--- config.mk ---
export PLATFORM = sky130hd
export DESIGN_NAME = microsequencer_flat
export DESIGN_NICKNAME = d
export VERILOG_FILES = /design/src/rtl/microsequencer_pkg.sv /design/src/rtl/microsequencer_if.sv /design/src/rtl/microsequencer_cycle_counter.sv /design/src/rtl/microsequencer.sv /design/src/flat_wrapper.sv
export SDC_FILE = /design/constraint.sdc
export NUM_CORES = 1
export LEC_CHECK = 0
export ABC_CLOCK_PERIOD_IN_PS = 3600
export CORE_MARGIN = 5
export CORE_UTILIZATION = 48
export CTS_CLUSTER_SIZE = 25
export DETAILED_ROUTE_END_ITERATION = 10
export GPL_TIMING_DRIVEN = 0
export PLACE_DENSITY = 0.79
export SETUP_SLACK_MARGIN = 0.3
export SYNTH_ARGS = -nofsm -noshare
export SYNTH_HDL_FRONTEND = slang
export SYNTH_SLANG_ARGS = --single-unit
--- constraint.sdc ---
create_clock -name clk -period 3.6 [get_ports clk]
set_clock_uncertainty 0.2 [all_clocks]
set_input_delay 0.72 -clock clk [delete_from_list [all_inputs] [get_ports clk]]
set_output_delay 0.72 -clock clk [all_outputs]
set_load 0.005 [all_outputs]
--- src/rtl/microsequencer_pkg.sv ---
// Shared opcode and control-state encodings for the microsequencer and its users.
package microsequencer_pkg;

  localparam int OPCODE_WIDTH   = 4;
  localparam int STATE_WIDTH    = 4;
  localparam int CYCLE_WIDTH    = 4;
  localparam int MAX_CYCLES_DEF = 8;

  typedef enum logic [OPCODE_WIDTH-1:0] {
    OP_NOP = 4'h0,
    OP_LDA = 4'h1,
    OP_ADD = 4'h2,
    OP_SUB = 4'h3,
    OP_STA = 4'h4,
    OP_OUT = 4'h5,
    OP_JMP = 4'h6,
    OP_JZ  = 4'h7,
    OP_JC  = 4'h8,
    OP_HLT = 4'h9
  } opcode_e;

  typedef enum logic [STATE_WIDTH-1:0] {
    STATE_FETCH_PC   = 4'd0,
    STATE_FETCH_INST = 4'd1,
    STATE_FETCH_ARG  = 4'd2,
    STATE_LOAD_Z     = 4'd3,
    STATE_RAM_A      = 4'd4,
    STATE_RAM_B      = 4'd5,
    STATE_ALU        = 4'd6,
    STATE_OUT_A      = 4'd7,
    STATE_HALT       = 4'd8,
    STATE_JUMP_Z     = 4'd9,
    STATE_NEXT       = 4'd10,
    STATE_STORE_A    = 4'd11
  } state_e;

  function automatic logic op_is_legal(input logic [OPCODE_WIDTH-1:0] op);
    case (op)
      OP_NOP, OP_LDA, OP_ADD, OP_SUB, OP_STA,
      OP_OUT, OP_JMP, OP_JZ, OP_JC, OP_HLT: return 1'b1;
      default:                              return 1'b0;
    endcase
  endfunction

endpackage

--- src/rtl/microsequencer_if.sv ---
// Control bus between the instruction register/flags side and the microsequencer.
interface microsequencer_if
  import microsequencer_pkg::*;
#(
  parameter int OPCODE_W = OPCODE_WIDTH,
  parameter int STATE_W  = STATE_WIDTH,
  parameter int CYCLE_W  = CYCLE_WIDTH
) ();

  logic                ready;
  logic [OPCODE_W-1:0] opcode_in;
  logic                flag_z;
  logic                flag_c;
  logic                resume;

  logic [STATE_W-1:0]  state;
  logic [CYCLE_W-1:0]  cycle;
  logic [OPCODE_W-1:0] opcode;
  logic                halted;
  logic                instr_done;
  logic                illegal_op;
  logic                seq_error;

  modport master (
    output ready, opcode_in, flag_z, flag_c, resume,
    input  state, cycle, opcode, halted, instr_done, illegal_op, seq_error
  );

  modport slave (
    input  ready, opcode_in, flag_z, flag_c, resume,
    output state, cycle, opcode, halted, instr_done, illegal_op, seq_error
  );

endinterface

--- src/rtl/microsequencer_cycle_counter.sv ---
// Micro-cycle index counter: synchronous clear has priority over increment.
module cycle_counter #(
  parameter int CYCLE_W = 4
) (
  input  logic               clk,
  input  logic               reset_n,
  input  logic               en_i,
  input  logic               clr_i,
  output logic [CYCLE_W-1:0] cnt_o
);

  logic [CYCLE_W-1:0] cnt_q, cnt_d;

  always_comb begin
    cnt_d = cnt_q;
    if (clr_i) begin
      cnt_d = '0;
    end else if (en_i) begin
      cnt_d = cnt_q + CYCLE_W'(1);
    end
  end

  always_ff @(posedge clk or negedge reset_n) begin
    if (!reset_n) begin
      cnt_q <= '0;
    end else begin
      cnt_q <= cnt_d;
    end
  end

  assign cnt_o = cnt_q;

endmodule

--- src/rtl/microsequencer.sv ---
// Variable-length instruction sequencer: decodes (cycle, latched opcode, flags) into a
// control state, retiring at STATE_NEXT, with stall, resumable halt and watchdog.
module microsequencer
  import microsequencer_pkg::*;
#(
  parameter int OPCODE_W   = OPCODE_WIDTH,
  parameter int STATE_W    = STATE_WIDTH,
  parameter int CYCLE_W    = CYCLE_WIDTH,
  parameter int MAX_CYCLES = MAX_CYCLES_DEF
) (
  input logic             clk,
  input logic             reset_n,
  microsequencer_if.slave bus
);

  localparam logic [CYCLE_W-1:0] C0   = CYCLE_W'(0);
  localparam logic [CYCLE_W-1:0] C1   = CYCLE_W'(1);
  localparam logic [CYCLE_W-1:0] C2   = CYCLE_W'(2);
  localparam logic [CYCLE_W-1:0] C3   = CYCLE_W'(3);
  localparam logic [CYCLE_W-1:0] C4   = CYCLE_W'(4);
  localparam logic [CYCLE_W-1:0] C5   = CYCLE_W'(5);
  localparam logic [CYCLE_W-1:0] C6   = CYCLE_W'(6);
  localparam logic [CYCLE_W-1:0] LAST = CYCLE_W'(MAX_CYCLES - 1);

  logic [CYCLE_W-1:0]  cycle;
  logic [OPCODE_W-1:0] opcode_q, opcode_d;
  logic                illegal_q, illegal_d;
  logic                seq_err_q, seq_err_d;
  logic [STATE_W-1:0]  dec_state, state;
  logic                watchdog_hit, advance, at_next;

  cycle_counter #(.CYCLE_W(CYCLE_W)) u_cycle_counter (
    .clk     (clk),
    .reset_n (reset_n),
    .en_i    (advance),
    .clr_i   (advance && at_next),
    .cnt_o   (cycle)
  );

  // Any (cycle, opcode) pair not listed falls through to NEXT, so outputs never go X.
  always_comb begin
    dec_state = STATE_NEXT;
    if (cycle == C0) begin
      dec_state = STATE_FETCH_PC;
    end else if (cycle == C1) begin
      dec_state = STATE_FETCH_INST;
    end else begin
      case (opcode_q)
        OP_OUT: if (cycle == C2) dec_state = STATE_OUT_A;
        OP_HLT: if (cycle == C2) dec_state = STATE_HALT;
        OP_JMP: begin
          if (cycle == C2)      dec_state = STATE_FETCH_PC;
          else if (cycle == C3) dec_state = STATE_JUMP_Z;
        end
        OP_JZ: begin
          if (cycle == C2)                dec_state = STATE_FETCH_PC;
          else if (cycle == C3 && bus.flag_z) dec_state = STATE_JUMP_Z;
        end
        OP_JC: begin
          if (cycle == C2)                dec_state = STATE_FETCH_PC;
          else if (cycle == C3 && bus.flag_c) dec_state = STATE_JUMP_Z;
        end
        OP_LDA, OP_STA, OP_ADD, OP_SUB: begin
          if (cycle == C2)      dec_state = STATE_FETCH_PC;
          else if (cycle == C3) dec_state = STATE_FETCH_ARG;
          else if (cycle == C4) dec_state = STATE_LOAD_Z;
          else if (cycle == C5) begin
            if (opcode_q == OP_LDA)      dec_state = STATE_RAM_A;
            else if (opcode_q == OP_STA) dec_state = STATE_STORE_A;
            else                         dec_state = STATE_RAM_B;
          end else if (cycle == C6 && (opcode_q == OP_ADD || opcode_q == OP_SUB)) begin
            dec_state = STATE_ALU;
          end
        end
        default: dec_state = STATE_NEXT;
      endcase
    end
  end

  always_comb begin
    watchdog_hit = (cycle == LAST) && (dec_state != STATE_NEXT);
    state        = watchdog_hit ? STATE_NEXT : dec_state;
    at_next      = (state == STATE_NEXT);
    advance      = bus.ready && ((state != STATE_HALT) || bus.resume);

    opcode_d = opcode_q;
    if (advance && cycle == C1) begin
      opcode_d = bus.opcode_in;
    end
    illegal_d = illegal_q || (advance && cycle == C2 && !op_is_legal(opcode_q));
    seq_err_d = seq_err_q || (advance && watchdog_hit);
  end

  always_ff @(posedge clk or negedge reset_n) begin
    if (!reset_n) begin
      opcode_q  <= OP_NOP;
      illegal_q <= 1'b0;
      seq_err_q <= 1'b0;
    end else begin
      opcode_q  <= opcode_d;
      illegal_q <= illegal_d;
      seq_err_q <= seq_err_d;
    end
  end

  assign bus.state      = state;
  assign bus.cycle      = cycle;
  assign bus.opcode     = opcode_q;
  assign bus.halted     = (state == STATE_HALT);
  assign bus.instr_done = at_next && bus.ready;
  assign bus.illegal_op = illegal_q;
  assign bus.seq_error  = seq_err_q;

endmodule

--- src/flat_wrapper.sv ---
// flat-port wrapper written by rule: the top's interface ports become plain ports
module microsequencer_flat import microsequencer_pkg::*;
#(
  parameter int OPCODE_W   = OPCODE_WIDTH,
  parameter int STATE_W    = STATE_WIDTH,
  parameter int CYCLE_W    = CYCLE_WIDTH,
  parameter int MAX_CYCLES = MAX_CYCLES_DEF
)
  (clk, reset_n, bus_ready, bus_opcode_in, bus_flag_z, bus_flag_c, bus_resume, bus_state, bus_cycle, bus_opcode, bus_halted, bus_instr_done, bus_illegal_op, bus_seq_error);
  microsequencer_if #(.OPCODE_W(OPCODE_W), .STATE_W(STATE_W), .CYCLE_W(CYCLE_W)) bus_i ();
  input logic clk;
  input logic reset_n;
  input wire logic [$bits(bus_i.ready)-1:0] bus_ready;
  input wire logic [$bits(bus_i.opcode_in)-1:0] bus_opcode_in;
  input wire logic [$bits(bus_i.flag_z)-1:0] bus_flag_z;
  input wire logic [$bits(bus_i.flag_c)-1:0] bus_flag_c;
  input wire logic [$bits(bus_i.resume)-1:0] bus_resume;
  output wire logic [$bits(bus_i.state)-1:0] bus_state;
  output wire logic [$bits(bus_i.cycle)-1:0] bus_cycle;
  output wire logic [$bits(bus_i.opcode)-1:0] bus_opcode;
  output wire logic [$bits(bus_i.halted)-1:0] bus_halted;
  output wire logic [$bits(bus_i.instr_done)-1:0] bus_instr_done;
  output wire logic [$bits(bus_i.illegal_op)-1:0] bus_illegal_op;
  output wire logic [$bits(bus_i.seq_error)-1:0] bus_seq_error;
  assign bus_i.ready = bus_ready;
  assign bus_i.opcode_in = bus_opcode_in;
  assign bus_i.flag_z = bus_flag_z;
  assign bus_i.flag_c = bus_flag_c;
  assign bus_i.resume = bus_resume;
  assign bus_state = bus_i.state;
  assign bus_cycle = bus_i.cycle;
  assign bus_opcode = bus_i.opcode;
  assign bus_halted = bus_i.halted;
  assign bus_instr_done = bus_i.instr_done;
  assign bus_illegal_op = bus_i.illegal_op;
  assign bus_seq_error = bus_i.seq_error;
  microsequencer #(.OPCODE_W(OPCODE_W), .STATE_W(STATE_W), .CYCLE_W(CYCLE_W), .MAX_CYCLES(MAX_CYCLES)) u_core (.clk(clk), .reset_n(reset_n), .bus(bus_i));
endmodule
==> run_results.csv <==
group,metric,value,unit
outcome,outcome,"complete, no violations",
detailed_routing,viasPerCell,6.82,
setup_path,crit_path_end_kind,"output port",
logic_synthesis,synth_warnings,0,
detailed_routing,wl_per_cell,24.5,um
sta,fin_crit,3.51,ns
die,die_w,55.8,um
setup_path,crit_type,"flip-flop to output port",
setup_path,cp.arrival,2.59,ns
finish,fin_util,91.1,%
die,core.rowCount,16,
power_and_ir_drop,p_leak,0.726,nW
logic_synthesis,netlist_top_cells_count,"nor2_1 (12), dfrtp_1 (10), inv_1 (6), o21ai_0 (6)",
setup_path,reg2reg_from,"u_core.u_cycle_counter.cnt_o[0]$_DFFE_PN0P_",
clock_tree,cts_tree,"yes",
die,die_area,0.00312,sq mm
logic_synthesis,yosysMostFrequentCell,"nor2_1",
logic_synthesis,synth-seq-cells,10,
setup_path,rrSetupSlack,0.87,ns
logic_synthesis,synthesis.nets,128,
global_routing,grt_pass1_wl,6.44,mm
place,dp.final_hpwl,2.07,mm
logic_synthesis,synthFlopType,"dfrtp_1",
setup_path,rr_endpoint,"u_core.u_cycle_counter.cnt_o[2]$_DFFE_PN0P_",
logic_synthesis,synth_top_area_cell,"dfrtp_1",
finish,area_growth,79.0,%
setup_path,r2r_cells,12,
setup_path,worstPathMaxFanout,6,
detailed_routing,wl,4.82,mm
global_routing,grt_max_degree,11,
sta,setup_viol,0,
finish,seq_area,254,sq um
finish,n_antenna_cell,0,
clock_tree,clockRootBuffer,"clkbuf_4",
worst_hold_path,hp-class,"flip-flop to flip-flop",
sta,final-hold-violation-count,0,
power_and_ir_drop,p_per_area,1220,mW/mm^2
clock_tree,cts.sinks,10,
detailed_routing,antenna_left,0,
sta,max_freq,0.285,GHz
setup_path,cp_data_required_time,2.68,ns
global_routing,grt_usage,26.1,%
global_routing,antenna_found_initial,0,
die,core_area,0.00198,sq mm
logic_synthesis,yosys-top-cells-area,"dfrtp_1 (25%), ha_1 (5.0%), mux2_2 (4.5%), nor2_1 (4.5%), o21ai_0 (3.0%)",
logic_synthesis,synthesis.area,0.00101,sq mm
logic_synthesis,ys_async_sr_fraction,100,%
job,drv_cap,0,
finish,multi_input_area,927,sq um
sta,worstMarginPinSlew,0.661,ns
logic_synthesis,ys_types,46,
power_and_ir_drop,max-vdd-ir-drop,896,uV
clock_tree,insertion_delay,0.27,ns
finish,drive_gt1_share,50.0,%
detailed_routing,vias,1343,
sta,hold_ws,0.278,ns
worst_hold_path,holdPathEnd,"u_core.bus.seq_error$_DFF_PN0_",
sta,tns,0,ns
sta,maxSlewHeadroom,55.5,%
clock_tree,path_clk_slew,0.08,ns
die,die_h,55.8,um
die,initial_utilization,50.9,%
clock_tree,hold_buffers,0,
place,place_congestion,0.812,
logic_synthesis,netlist.area_leader.share,24.8,%
global_routing,gr-total-overflow,0,
detailed_routing,drcViolationCount,0,
sta,timing.final.crit_share,97.5,%
sta,drv_slew,0,
worst_hold_path,min-delay-start,"u_core.bus.seq_error$_DFF_PN0_",
logic_synthesis,synthCells,114,
clock_tree,cts_max_level,1,
logic_synthesis,syn_area_per_cell,8.85,sq um
setup_path,critPathLaunchType,"flip-flop",
logic_synthesis,synth_edf_count,0,
clock_tree,cts_buffers,3,
detailed_routing,drt_iter0_markers,78,
die,ios,26,
clock_tree,cts_buffer_depth,2,
finish,nFillCells,80,
worst_hold_path,hold_depth,1,
place,io_buffers,25,
finish,nNetsFinal,185,
detailed_routing,firstDrtPassIters,5,
sta,rsz0062_at_grt,"true",
logic_synthesis,yosysSeqAreaShare,24.8,%
global_routing,grt_pass1_vias,1302,
[cell type report]
class	instances	share of cell area [%]
Sequential cell	10	14.1
Clock buffer	4	2.01
Inverter	6	1.39
Timing Repair Buffer	52	26.3
Buffer	7	3.05
Multi-Input combinational cell	91	51.4
Tap cell	27	1.87
[per-stage QoR]
stage / power, W / instances / area (sq um) / setup slack (ns)
4_1_cts: 0.00175 / 186 / 1610 / 0.113
5_1_grt: 0.00230 / 197 / 1810 / -0.0115
3_5_place_dp: 0.00122 / 166 / 1290 / -0.0996
2_1_floorplan: 0.000869 / 114 / 1010 / 0.596
6_report: 0.00221 / 197 / 1810 / 0.0888
3_3_place_gp: 0.00121 / 166 / 1290 / -0.0804
[sequential cells by signal, summed over array words and instances, names as in the netlist]
signal / flops
u_core.bus.opcode: 4
u_core.bus.illegal_op: 1
u_core.bus.seq_error: 1
u_core.u_cycle_counter.cnt_o: 4
[how the worst max path moves through the flow]
stage                                 to  depth (start not counted)                                   startpoint  slack, ns
after floorplan             bus_state[2]                          9  u_core.u_cycle_counter.cnt_o[0]$_DFFE_PN0P_       0.60
after CTS                   bus_state[2]                         12  u_core.u_cycle_counter.cnt_o[0]$_DFFE_PN0P_       0.11
after global placement      bus_state[2]                          8                                   bus_flag_z      -0.08
after detailed placement  bus_instr_done                          6                                   bus_flag_z       -0.1
final                       bus_state[2]                         12  u_core.u_cycle_counter.cnt_o[0]$_DFFE_PN0P_       0.09
after global routing        bus_state[2]                         11             u_core.bus.opcode[2]$_DFFE_PN0P_      -0.01
[worst max-delay path: stages (launching register included)]
cell and delay (ns):
dfrtp_2 0.46, inv_4 0.10, ha_4 0.16, or3b_1 0.37
buf_6 0.16, o22ai_4 0.18, a21oi_4 0.09, nor3_4 0.17
buf_12 0.14, buf_12 0.11, nor3_4 0.05, o21a_1 0.19
clkbuf_2 0.12
[report_power, final]
group | internal (W) | total [W] | switching, W | leakage [nW]
clock | 0.0000615 | 0.000106 | 0.0000446 | 0.0210
combinational | 0.000932 | 0.00186 | 0.000931 | 0.588
sequential | 0.000163 | 0.000241 | 0.0000779 | 0.117
[routing by layer]
metal,vias to the layer above,share of wire (%),GRT usage [%]
li1,544,-,-
met1,645,37,31.9
met2,123,48,42.6
met3,31,10,4.64
met4,0,4.8,15.6
met5,-,0,0
[cell families (layout without fill, tap and decap cells)]
group | after synthesis | after routing | synth area share [%]
AOI/OAI and AO/OA | 36 | 36 | 30.6
and+or+nand+nor | 46 | 46 | 28.0
buffers and inverters | 13 | 69 | 6.08
adders and majority gates | 4 | 4 | 4.96
DFF | 10 | 10 | 24.8
muxes | 5 | 5 | 5.46
[placed cells by master, fill, tap and decap left out, types with 2 or more instances in the layout]
master	instances
buf_4	23
clkdlybuf4s50_1	18
nor2_1	9
dfrtp_1	7
inv_1	5
buf_6	5
nand2_1	5
clkbuf_2	5
nor2b_1	4
mux2_2	4
o21ai_0	3
a21oi_1	3
nor3_4	3
o21a_1	3
a41oi_1	3
ha_4	3
clkbuf_4	3
buf_12	3
dfrtp_2	3
buf_2	2
nor2_4	2
or4b_4	2
o21ai_1	2
nor3b_2	2
a32oi_1	2
nand2b_1	2
a21oi_4	2
and2_1	2
a211oi_2	2
[repair_timing]
item / CTS / global route
resized for setup: 43 / 34
pin swaps: 11 / 8
setup endpoints to repair: 6 / 6
buffers inserted: 16 / 11
No activity file was read; power rests on OpenSTA's default activity.
